## config.mk

```make
export PLATFORM = sky130hd
export DESIGN_NAME = weight_fetch_ctrl_flat
export DESIGN_NICKNAME = d
export VERILOG_FILES = /design/src/rtl/weight_fetch_ctrl_if.sv /design/src/rtl/weight_fetch_ctrl.sv /design/src/flat_wrapper.sv
export SDC_FILE = /design/constraint.sdc
export NUM_CORES = 1
export LEC_CHECK = 0
export CORE_UTILIZATION = 49
export DETAILED_ROUTE_END_ITERATION = 8
export GPL_TIMING_DRIVEN = 0
export PLACE_DENSITY_LB_ADDON = 0.15
export SYNTH_ARGS = -nofsm -noshare
export SYNTH_HDL_FRONTEND = slang
export SYNTH_SLANG_ARGS = --single-unit
```

## constraint.sdc

```tcl
create_clock -name CLK -period 2.4 [get_ports CLK]
set_clock_uncertainty 0.05 [all_clocks]
set_input_delay 0.48 -clock CLK [delete_from_list [all_inputs] [get_ports CLK]]
set_output_delay 0.48 -clock CLK [all_outputs]
set_load 0.05 [all_outputs]
```

## src/rtl/weight_fetch_ctrl_if.sv

```systemverilog
// Bundles the start request, weight BRAM read port and output stream handshake
// of the weight fetch controller.
interface weight_fetch_ctrl_if #(
    parameter int AW = 5,
    parameter int DW = 16
);
    logic          start;
    logic [AW-1:0] BRAM_ADDR;
    logic          BRAM_EN;
    logic          BRAM_WE;
    logic [DW-1:0] BRAM_DI;
    logic [DW-1:0] BRAM_DO;
    logic [DW-1:0] out_data;
    logic [AW-1:0] out_index;
    logic          out_last;
    logic          out_valid;
    logic          out_ready;
    logic          busy;
    logic          done;

    modport master (
        input  start, BRAM_DO, out_ready,
        output BRAM_ADDR, BRAM_EN, BRAM_WE, BRAM_DI,
        output out_data, out_index, out_last, out_valid, busy, done
    );

    modport slave (
        output start, BRAM_DO, out_ready,
        input  BRAM_ADDR, BRAM_EN, BRAM_WE, BRAM_DI,
        input  out_data, out_index, out_last, out_valid, busy, done
    );
endinterface

```

## src/rtl/weight_fetch_ctrl.sv

```systemverilog
// Streams one row of DEPTH weight words out of a BRAM through a 2-entry
// buffer, issuing reads only when the buffer is guaranteed to have room.
module weight_fetch_ctrl #(
    parameter int DEPTH = 28,
    parameter int AW    = 5,
    parameter int DW    = 16
) (
    input logic             CLK,
    input logic             RST_N,
    weight_fetch_ctrl_if.master bus
);

    typedef enum logic [1:0] {IDLE, FETCH, DRAIN} state_t;

    localparam logic [AW-1:0] LAST_ADDR = AW'(DEPTH - 1);

    state_t        state;
    logic [AW-1:0] counter;
    logic          rd_en;
    logic [DW-1:0] fifo_data  [2];
    logic [AW-1:0] fifo_index [2];
    logic          rd_ptr;
    logic          wr_ptr;
    logic [1:0]    count;
    logic [1:0]    count_next;
    logic          done_q;
    logic          head_valid;
    logic          head_last;
    logic          pop;
    logic          last_issue;

    assign head_valid = (count != 2'd0);
    assign head_last  = (fifo_index[rd_ptr] == LAST_ADDR);
    assign pop        = head_valid && bus.out_ready;
    assign last_issue = rd_en && (counter == LAST_ADDR);

    always_comb begin
        count_next = count;
        if (rd_en && !pop)
            count_next = count + 2'd1;
        else if (!rd_en && pop)
            count_next = count - 2'd1;
    end

    // The read enable for the next cycle is decided from the occupancy after
    // this edge, so a read issued next cycle always finds a free slot even if
    // nothing is popped meanwhile.
    always_ff @(posedge CLK or negedge RST_N) begin
        if (!RST_N) begin
            state   <= IDLE;
            counter <= '0;
            rd_en   <= 1'b0;
            rd_ptr  <= 1'b0;
            wr_ptr  <= 1'b0;
            count   <= 2'd0;
            done_q  <= 1'b0;
            for (int i = 0; i < 2; i++) begin
                fifo_data[i]  <= '0;
                fifo_index[i] <= '0;
            end
        end else begin
            done_q <= 1'b0;
            count  <= count_next;
            if (rd_en) begin
                fifo_data[wr_ptr]  <= bus.BRAM_DO;
                fifo_index[wr_ptr] <= counter;
                wr_ptr             <= ~wr_ptr;
            end
            if (pop)
                rd_ptr <= ~rd_ptr;
            case (state)
                IDLE: begin
                    rd_en <= 1'b0;
                    if (bus.start) begin
                        state   <= FETCH;
                        counter <= '0;
                        rd_en   <= 1'b1;
                    end
                end
                FETCH: begin
                    if (last_issue)
                        state <= DRAIN;
                    else if (rd_en)
                        counter <= counter + 1'b1;
                    rd_en <= !last_issue && (count_next < 2'd2);
                end
                DRAIN: begin
                    rd_en <= 1'b0;
                    if (pop && head_last) begin
                        state  <= IDLE;
                        done_q <= 1'b1;
                    end
                end
                default: begin
                    state <= IDLE;
                    rd_en <= 1'b0;
                end
            endcase
        end
    end

    assign bus.BRAM_ADDR = counter;
    assign bus.BRAM_EN   = rd_en;
    assign bus.BRAM_WE   = 1'b0;
    assign bus.BRAM_DI   = '0;
    assign bus.out_valid = head_valid;
    assign bus.out_data  = head_valid ? fifo_data[rd_ptr] : '0;
    assign bus.out_index = head_valid ? fifo_index[rd_ptr] : '0;
    assign bus.out_last  = head_valid && head_last;
    assign bus.busy      = (state != IDLE);
    assign bus.done      = done_q;

endmodule

```

## src/flat_wrapper.sv

```systemverilog
// flat-port wrapper written by rule: the top's interface ports become plain ports
module weight_fetch_ctrl_flat 
#(
    parameter int DEPTH = 28,
    parameter int AW    = 5,
    parameter int DW    = 16
)
  (CLK, RST_N, bus_start, bus_BRAM_DO, bus_out_ready, bus_BRAM_ADDR, bus_BRAM_EN, bus_BRAM_WE, bus_BRAM_DI, bus_out_data, bus_out_index, bus_out_last, bus_out_valid, bus_busy, bus_done);
  weight_fetch_ctrl_if #(.AW(AW), .DW(DW)) bus_i ();
  input logic CLK;
  input logic RST_N;
  input wire logic [$bits(bus_i.start)-1:0] bus_start;
  input wire logic [$bits(bus_i.BRAM_DO)-1:0] bus_BRAM_DO;
  input wire logic [$bits(bus_i.out_ready)-1:0] bus_out_ready;
  output wire logic [$bits(bus_i.BRAM_ADDR)-1:0] bus_BRAM_ADDR;
  output wire logic [$bits(bus_i.BRAM_EN)-1:0] bus_BRAM_EN;
  output wire logic [$bits(bus_i.BRAM_WE)-1:0] bus_BRAM_WE;
  output wire logic [$bits(bus_i.BRAM_DI)-1:0] bus_BRAM_DI;
  output wire logic [$bits(bus_i.out_data)-1:0] bus_out_data;
  output wire logic [$bits(bus_i.out_index)-1:0] bus_out_index;
  output wire logic [$bits(bus_i.out_last)-1:0] bus_out_last;
  output wire logic [$bits(bus_i.out_valid)-1:0] bus_out_valid;
  output wire logic [$bits(bus_i.busy)-1:0] bus_busy;
  output wire logic [$bits(bus_i.done)-1:0] bus_done;
  assign bus_i.start = bus_start;
  assign bus_i.BRAM_DO = bus_BRAM_DO;
  assign bus_i.out_ready = bus_out_ready;
  assign bus_BRAM_ADDR = bus_i.BRAM_ADDR;
  assign bus_BRAM_EN = bus_i.BRAM_EN;
  assign bus_BRAM_WE = bus_i.BRAM_WE;
  assign bus_BRAM_DI = bus_i.BRAM_DI;
  assign bus_out_data = bus_i.out_data;
  assign bus_out_index = bus_i.out_index;
  assign bus_out_last = bus_i.out_last;
  assign bus_out_valid = bus_i.out_valid;
  assign bus_busy = bus_i.busy;
  assign bus_done = bus_i.done;
  weight_fetch_ctrl #(.DEPTH(DEPTH), .AW(AW), .DW(DW)) u_core (.CLK(CLK), .RST_N(RST_N), .bus(bus_i));
endmodule
```

### Word-level counts from Yosys, hierarchy flattened

Index checks and enable logic that the tools add are counted.

| cells by class | value |
|---|---|
| add/sub/neg operators | 3 |
| magnitude comparators | 4 |
| equal/unequal tests | 9 |
| mux-type cells | 28 |
| bitwise operators | 4 |
| reductions and logical operators | 17 |

Operators by type and width:

| kind | count |
|---|---|
| $mux 16 | 5 |
| $mux 5 | 8 |
| $bwmux 32 | 1 |
| $demux 16 s1 | 1 |
| $bwmux 10 | 1 |
| $eq 5x5->1 const B | 2 |
| $mux 2 | 5 |
| $pmux 5 s2 | 1 |
| $logic_and 1x1->1 | 8 |
| $ne 2x1->1 const B | 3 |
| $pmux 2 s3 | 1 |
| $reduce_bool 2->1 | 3 |
| $add 5x1->5 const B | 1 |
| $demux 5 s1 | 1 |
| $ge 2x2->1 const B | 2 |
| $ne 2x2->1 const B | 2 |
| $not 1->2 | 2 |
| $reduce_and 4->1 | 1 |
| $logic_not 1->1 | 3 |
| $mux 1 | 3 |
| $reduce_and 3->1 | 1 |
| $add 2x1->2 const B | 1 |
| $eq 2x1->1 const B | 1 |
| $eq 2x2->1 const B | 1 |
| 6 further kinds | 7 |

| storage, ports and cells | value |
|---|---|
| flip-flop bits (word level) | 55 |
| input bits | 20 |
| output and inout bits | 48 |
| word-level logic and storage cells | 76 |

### Depth between registers and ports, before layout

Gate-level depths: netlist (run 1).

| logic depth | value |
|---|---|
| word-level depth | 8 |
| depth in mapped cells | 9 |
| gate-level depth less buffers | 8 |

### Worst setup path after synthesis (run 1)

No wires, ideal clock.

| path | value |
|---|---|
| kind | register -> output |
| start | register u_core.count[0] |
| end | output port bus_out_data[0] |
| arrival time | 1577 ps |
| required time | 1870 ps |
| slack | 293 ps |
| cell stages (with the launch flop) | 6 |
| buffers on the path | 2 |
| cells stage by stage | dfrtp_1 > inv_1 > ha_1 > clkbuf_1 > clkbuf_1 > nor2_1 |

| on the way | value |
|---|---|
| cells in the longest elaborated chain, start to end | 2 |

RTL lines:

| element | line | RTL |
|---|---|---|
| from (decl) | weight_fetch_ctrl.sv:24 | `logic [1:0] count;` |
| from (signal assigned) | weight_fetch_ctrl.sv:63 | `count <= count_next;` |
| $reduce_bool 2->1 | weight_fetch_ctrl.sv:32 | `assign head_valid = (count != 2'd0);` |
| $mux 16 | weight_fetch_ctrl.sv:107 | `assign bus.out_data = head_valid ? fifo_data[rd_ptr] : '0;` |
| to (decl) | flat_wrapper.sv:19 | `output wire logic [$bits(bus_i.out_data)-1:0] bus_out_data;` |

Every way passes these cells.

### Final worst setup path (run 1)

Ends and elaborated chain as after synthesis.

==> results.toml, run 1 <==
[outcome]
outcome = "complete, no violations"

[timing]
drv_slew = 0
setup_violations = 0
rsz0062_at_grt = "true"
min_period_ps = 2300
tightest_slew_ps = 499
fmax_mhz = 434
relSlewSlack_pct = 66.7
hold_viol = 0
period_share_pct = 96.0
hold-worst-slack_ps = 22.8

[worst_setup_path]
cp.arrival_ps = 1770
critical_path_class = "register to output pin"
endpoint_kind = "output pin"
cp_max_fo = 10
crit_required_ps = 1870
critPathLaunchType = "register"

[die]
start_util_pct = 50.8
die_y_um = 77.3
ioPinCount = 68
dieArea_um2 = 5980
num_rows = 27
die_x_um = 77.3
core_um2 = 5470

[placed_design]
numPlacedInstances = 373
globalplace.congestion = 0.758
detailed_place.area_um2 = 3450
dp_hpwl_mm = 3.77
port_buffers = 50

[global_route]
overflow = 0
grt_max_degree = 41
grt_pass1_wl_mm = 8.65
antenna_found_initial = 0
grt_usage_pct = 18.8
grt_pass1_vias = 1855

[finish]
fin_cells = 379
diodes = 0
drive_gt1_share_pct = 28.0
design_area_um2 = 3570
nets = 331
area_growth_pct = 28.3

[route]
wl_per_cell_um = 13.4
drc = 0
vias = 1885
drt_iter0_drc = 82
drt_first_pass_iters = 4
avgViaCountPerCell = 4.97
ant_nets = 0
wl_mm = 5.08

[clocking]
h-tree-depth = 2
cts-root-buf = "clkbuf_8"
cts_inserted_buffers = 5
clk_path_buf_depth = 2
clk_pin_slew_ps = 90
cts_tree = "yes"
cts.sinks = 55
cts.repair.resized = 69
ctsHoldBuffers = 0
clkLatencyLatePin_ps = 300
cts_setup_buffers = 0

[yosys]
async_flop_share_pct = 100
yosysTopAreaCell = "dfrtp_1"
netlist_instances = 234
synth-simple-area-share_pct = 11.1
synth_top_family_by_area = "multiplexers"
yosys.area_share.adder_pct = 1.80
synthTopCellsByArea = "dfrtp_1, mux2_2, mux2_1, mux2i_1, buf_4"
yosysSeqAreaShare_pct = 49.5
synth_top_area_share_pct = 49.5
synth_compound_area_share_pct = 4.10
yosys_most_used_dff = "dfrtp_1"
synth_mux_area_share_pct = 24.6
syn-cell-area_um2 = 2780
synth_edf_count = 0
ys_top_cells_by_count = "dfrtp_1, nor2_1, mux2_2"
synth-xor-area-share_pct = 0.630
synth-seq-cells = 55
synth.distinct_cells = 38
yosys_warnings = 0
syn_area_per_cell_um2 = 11.9
post-synth-top-count-cell = "dfrtp_1"

[min_path]
hold_path_class = "input pin to asynchronous set/reset pin"

[job]
maxCapViolCount = 0
[stage by stage]
| stage | utilization, % | TNS (ps) | setup slack [ps] |
|---|---|---|---|
| detailed placement | 63.0 | -4270 | -238 |
| finish | 65.2 | 0 | 96.2 |
| floorplan | - | 0 | 293 |
| CTS | 65.3 | 0 | 15.6 |
| global placement | 62.7 | -52540 | -875 |
| global route | 65.2 | -3.76 | -3.76 |
[sequential cells by signal, summed over array words and instances, names as in the netlist]
name	count
u_core.state	2
u_core.bus.BRAM_EN	1
u_core.fifo_index	10
u_core.bus.BRAM_ADDR	5
u_core.count	2
u_core.wr_ptr	1
u_core.bus.done	1
u_core.fifo_data	32
u_core.rd_ptr	1
[final timing paths]
| check | slack, ps | depth (start not counted) | startpoint | endpoint |
|---|---|---|---|---|
| min in group CLK | 440 | 1 | u_core.fifo_data[23]$_DFFE_PN0P_ | u_core.fifo_data[23]$_DFFE_PN0P_ |
| max in group asynchronous | 1750 | 2 | RST_N | u_core.fifo_index[0]$_DFFE_PN0P_ |
| max | 100 | 5 | u_core.count[0]$_DFFE_PN0P_ | bus_out_data[0] |
| min reg2reg | 440 | 1 | u_core.fifo_data[23]$_DFFE_PN0P_ | u_core.fifo_data[23]$_DFFE_PN0P_ |
| max reg2reg | 370 | 8 | u_core.count[0]$_DFFE_PN0P_ | u_core.bus.BRAM_EN$_DFF_PN0_ |
| min | 20 | 1 | RST_N | u_core.fifo_data[8]$_DFFE_PN0P_ |
[worst max-delay path: stages (launching register included)]
cell	delay [ps]
dfrtp_1	380
inv_1	50
ha_1	270
clkbuf_4	230
nor2_1	150
clkdlybuf4s18_2	380
[cell families (layout without fill, tap and decap cells)]
group	Yosys count	after routing
other	1	17
buffers and inverters	35	92
xor gates and xnor gates	2	2
DFF	55	55
muxes	63	63
AOI/OAI and AO/OA	17	17
and+or+nand+nor	57	57
adders and majority gates	4	4
[cells in the final DEF, fill, tap and decap left out, types with 3 or more instances in the layout]
| master | instances |
|---|---|
| nor2_1 | 27 |
| inv_1 | 5 |
| clkdlybuf4s50_1 | 25 |
| clkdlybuf4s18_2 | 3 |
| nand2_1 | 11 |
| clkbuf_8 | 5 |
| buf_4 | 18 |
| conb_1 | 17 |
| mux2_1 | 19 |
| mux2i_1 | 21 |
| mux2_2 | 23 |
| buf_6 | 3 |
| a21oi_1 | 6 |
| buf_2 | 8 |
| ha_1 | 4 |
| o21ai_0 | 3 |
| dfrtp_1 | 55 |
| clkdlybuf4s15_2 | 16 |
[per-layer routing]
layer	share of wire (%)	GRT usage, %	vias up
met1	45	22.7	917
met3	4.0	4.17	5
met4	1.6	6.98	0
met2	50	32.6	46
met5	0	0	-
li1	-	-	917
[final cells by class]
class / instances / area [µm²]
well taps: 72 / 90.1
clock inverters: 2 / 37.5
fillers: 452 / 1910
multi-input cells: 160 / 1240
plain buffers: 28 / 209
flip-flops and latches: 55 / 1380
repair buffers: 51 / 526
clock buffers: 5 / 68.8
inverters: 6 / 22.5
Power of run 1 is not shown: default switching activity piles up to over one toggle a cycle in this logic, so the estimate is an artifact.
==> run 2: changes to the inputs <==
Settings changed: CORE_UTILIZATION 49 to 40.
==> run 2 against run 1 <==
Against the previous run: sequential cell count unchanged; worst hold slack better by 12 ps; worst setup slack worse by 15 ps; final area up 0.14%; wire length up 4.5%; non-clock buffer count unchanged; fmax down 0.66%; count of clock-buffer cells in the layout up 1; critical path depth unchanged; sequential share of layout area down 0.054 points; global-route usage down 2.9 points.
==> results.toml, run 2 (same netlist as run 1, synthesis figures left out) <==
[clocking]
cts-root-buf = "clkbuf_8"
clkLatencyLatePin_ps = 300
h-tree-depth = 2
cts_tree = "yes"
cts_inserted_buffers = 5
clk_pin_slew_ps = 100
ctsHoldBuffers = 0
clk_path_buf_depth = 2
cts.sinks = 55

[die]
start_util_pct = 41.1
dieArea_um2 = 7290
ioPinCount = 68
die_x_um = 85.4
core_um2 = 6760
num_rows = 30
die_y_um = 85.4

[placed_design]
pre_cts_ws_ps = -262
port_buffers = 50
globalplace.congestion = 0.778
dp_hpwl_mm = 3.94

[finish]
ff_latch_area_um2 = 1380
multiInputGateArea_um2 = 1240
layout_commonest_cell = "dfrtp_1"
nets = 331
largest_reg_flops = 32
drive_gt1_share_pct = 27.9
diodes = 0
most-common-layout-cells = "dfrtp_1, nor2_1, clkdlybuf4s50_1, mux2_2, mux2i_1"
nFillCells = 615
regMostFlops = "u_core.fifo_data"
area_growth_pct = 28.4

[outcome]
outcome = "complete, no violations"

[worst_setup_path]
critical_path_class = "register to output pin"
crit_required_ps = 1870
reg2reg_depth = 8
endpoint_kind = "output pin"
critPathLaunchType = "register"
cp_max_fo = 10
cp.arrival_ps = 1790

[timing]
period_share_pct = 96.6
rsz0062_at_grt = "false"
relSlewSlack_pct = 66.2
hold_viol = 0
min_period_ps = 2320
tightest_slew_ps = 506
setup_ws_ps = 80.9
fmax_mhz = 431
setup_violations = 0
drv_slew = 0

[global_route]
antenna_found_initial = 0
grt_max_degree = 40
grt_pass1_vias = 1883
grt_usage_pct = 15.9
overflow = 0
grt_pass1_wl_mm = 9.03

[route]
drt_iter0_drc = 32
drc = 0
vias = 1895
drt_first_pass_iters = 4
wl_per_cell_um = 13.7
ant_nets = 0
avgViaCountPerCell = 4.88
wl_mm = 5.30

[min_path]
hold_path_class = "input pin to asynchronous set/reset pin"

[job]
maxCapViolCount = 0
==> run 2: cell count changes in the layout (fill, tap and decap cells not counted), sizes merged <==
cell           previous run  this run
buf                      30        27
bufinv                    1         0
clkbuf                    7        10
clkdlybuf4s15            16        20
clkdlybuf4s18             3         0
inv                       6         7
==> run 2: timing repair <==
item,CTS,global route
setup endpoints to repair,23,12
pin swaps,0,0
resized for setup,66,6
buffers inserted,0,0
==> run 2: cell type report <==
cell class | count | area share, %
repair buffers | 51 | 15.0
flip-flops and latches | 55 | 38.5
inverters | 6 | 0.631
plain buffers | 28 | 5.92
multi-input cells | 160 | 34.6
clock buffers | 6 | 2.03
well taps | 80 | 2.80
clock inverters | 2 | 0.456
==> run 2: metal layers <==
metal | wire length (µm) | track usage, % | up-vias
li1 | - | - | 920
met5 | 0 | 0 | -
met4 | 86 | 5.91 | 0
met2 | 2540 | 25.9 | 46
met3 | 216 | 3.50 | 6
met1 | 2460 | 21.0 | 923
==> run 2: final timing paths <==
| kind | start | end | slack, ps |
|---|---|---|---|
| setup / recovery | u_core.count[0]$_DFFE_PN0P_ | bus_out_index[4] | 80 |
| hold / removal | RST_N | u_core.fifo_data[9]$_DFFE_PN0P_ | 30 |
| setup reg to reg | u_core.count[0]$_DFFE_PN0P_ | u_core.bus.BRAM_EN$_DFF_PN0_ | 290 |
| hold reg to reg | u_core.fifo_data[24]$_DFFE_PN0P_ | u_core.fifo_data[24]$_DFFE_PN0P_ | 440 |
| max in group asynchronous | RST_N | u_core.count[1]$_DFF_PN0_ | 1710 |
| min in group CLK | u_core.fifo_data[24]$_DFFE_PN0P_ | u_core.fifo_data[24]$_DFFE_PN0P_ | 440 |
==> run 2: stage by stage <==
stage / std cells / utilization [%] / TNS, ps / instance area [µm²] / hold WS, ps
6_report: 388 / 52.9 / 0 / 3570 / 34.9
5_1_grt: 388 / 52.9 / 0 / 3570 / 50.8
4_1_cts: 388 / 52.8 / 0 / 3570 / 40.8
3_5_place_dp: 381 / 51.1 / -4460 / 3460 / 389
3_3_place_gp: 380 / 50.9 / -55840 / 3440 / 416
2_1_floorplan: 250 / - / 0 / 2840 / 134
==> run 2: critical path: stages (launching register included) <==
cell	delay, ps
dfrtp_1	380
inv_1	50
ha_1	290
clkbuf_4	240
nor2_1	150
clkdlybuf4s15_2	390
Power of run 2 is left out for the same reason.
==> run 3: changes to the inputs <==
Settings changed: ABC_CLOCK_PERIOD_IN_PS set to 2200.
Clock period 2.4 ns to 2.2 ns, I/O delays scaled along.
==> run 3 against run 2 <==
Against the previous run: the flow now finishes with violations (negative hold slack); non-clock buffer count stayed put; count of clock-buffer cells in the layout stayed put; sequential share of layout area is 1.1 points higher; register-to-register slack worse by 50 ps; critical path depth stayed put; first-iteration DRC count is 16% lower; final area is 2.8% lower; highest routed layer unchanged; largest cell class unchanged; global-route usage stayed put; wire length is 0.79% higher.
==> results.toml, run 3 (same netlist as run 1, synthesis figures left out) <==
[global_route]
grtUsageMet1_pct = 21.1
grt_pass1_wl_mm = 9.03
grt_usage_pct = 15.9
met3_usage_pct = 3.50
antenna_found_initial = 0
busiest_layer = "met2"
grt_pass1_vias = 1885
overflow = 0
use_met2_pct = 25.8
grt_max_degree = 40

[timing]
rsz0062_at_grt = "true"
tns_ps = 0
hold-worst-slack_ps = -6.42
fmax_mhz = 469
tightest_slew_ps = 507
hold_viol = 6
min_period_ps = 2130
setup_violations = 0
period_share_pct = 96.9
drv_slew = 0
relSlewSlack_pct = 66.2

[worst_setup_path]
critical_path_class = "register to output pin"
critPathLaunchType = "register"
endpoint_kind = "output pin"
cp_slowest_cell = "dfrtp_1"
path_delay_family = "buffers and inverters"
crit_chain = "inv_1, ha_2, clkbuf_4, nor2_1, clkdlybuf4s15_2"
path_buf_inv = 3
cp_max_fo = 10
worst_path_largest_cell_delay_ps = 370
crit_required_ps = 1710
cp.arrival_ps = 1640

[clocking]
clkLatencyLatePin_ps = 300
cts_tree = "yes"
cts.sinks = 55
cts-root-buf = "clkbuf_8"
cts_inserted_buffers = 5
clk_path_buf_depth = 2
h-tree-depth = 2
clk_pin_slew_ps = 100
cts_setup_buffers = 0

[die]
ioPinCount = 68
die_y_um = 85.4
core_um2 = 6760
num_rows = 30
die_x_um = 85.4
start_util_pct = 41.1
dieArea_um2 = 7290

[route]
ant_nets = 0
drc = 0
wl_per_cell_um = 13.8
vias = 1901
drt_first_pass_iters = 4
drt_iter0_drc = 27
avgViaCountPerCell = 4.90
wl_mm = 5.35

[min_path]
hold_path_class = "input pin to asynchronous set/reset pin"

[finish]
area_growth_pct = 24.8
layout_commonest_cell = "dfrtp_1"
nets = 331
most-common-layout-cells = "dfrtp_1, nor2_1, buf_2, mux2_2"
diodes = 0
multiInputGateArea_um2 = 1240
largest_reg_flops = 32
regMostFlops = "u_core.fifo_data"
nFillCells = 624
final_util_pct = 51.4
drive_gt1_share_pct = 28.9
ff_latch_area_um2 = 1380

[outcome]
violations = "negative hold slack"
outcome = "finished, violations left"

[placed_design]
port_buffers = 50
globalplace.congestion = 0.778
dp_hpwl_mm = 3.94

[job]
maxCapViolCount = 0
-- run 3: changes by cell type in the layout (fill, tap and decap cells not counted), moves of 2 or more --
cell / previous run / this run
clkdlybuf4s15_2: 20 / 1
buf_6: 3 / 5
buf_2: 5 / 24
clkdlybuf4s50_1: 25 / 21
dlymetal6s2s_1: 1 / 4
-- run 3: path summary, 6_finish.rpt --
path / from / end / slack, ps / depth (start not counted)
setup / recovery: u_core.count[0]$_DFFE_PN0P_ / bus_out_data[8] / 70 / 5
hold / removal: RST_N / u_core.fifo_data[9]$_DFFE_PN0P_ / -6 / 1
setup reg to reg: u_core.count[0]$_DFFE_PN0P_ / u_core.bus.BRAM_EN$_DFF_PN0_ / 240 / 8
hold reg to reg: u_core.fifo_data[24]$_DFFE_PN0P_ / u_core.fifo_data[24]$_DFFE_PN0P_ / 440 / 1
max in group asynchronous: RST_N / u_core.bus.done$_DFF_PN0_ / 1550 / 2
min in group CLK: u_core.fifo_data[24]$_DFFE_PN0P_ / u_core.fifo_data[24]$_DFFE_PN0P_ / 440 / 1
-- run 3: repair_timing --
action                     CTS  global route
gates resized for setup     86            36
setup endpoints to repair   24            21
hold buffers                 0             0
-- run 3: layer usage --
layer,vias to the layer above,part of all wire [%]
li1,918,-
met1,927,46
met2,47,47
met3,9,4.3
met4,0,2.2
met5,-,0
-- run 3: worst register-to-register path, stage by stage (launching register included) --
cell      delay (ps)
dfrtp_1          400
inv_1             70
ha_2             250
nand2b_2         210
inv_1             60
ha_1             210
and2_1           140
o31ai_1          310
o31ai_1          140
-- run 3: layout make-up --
class	instances	area share, %
well taps	80	2.88
inverters	6	0.649
repair buffers	51	12.1
clock buffers	6	2.09
flip-flops and latches	55	39.7
multi-input cells	160	35.8
clock inverters	2	0.469
plain buffers	28	6.38
-- run 3: stage by stage --
step / std cells / setup slack, ps / area [µm²]
after global routing: 388 / -50.4 / 3470
after detailed placement: 381 / -422 / 3460
final: 388 / 69.3 / 3470
after global placement: 380 / -1100 / 3440
after floorplan: 250 / 133 / 2840
after CTS: 388 / 4.04 / 3540
Power of run 3 is left out for the same reason.
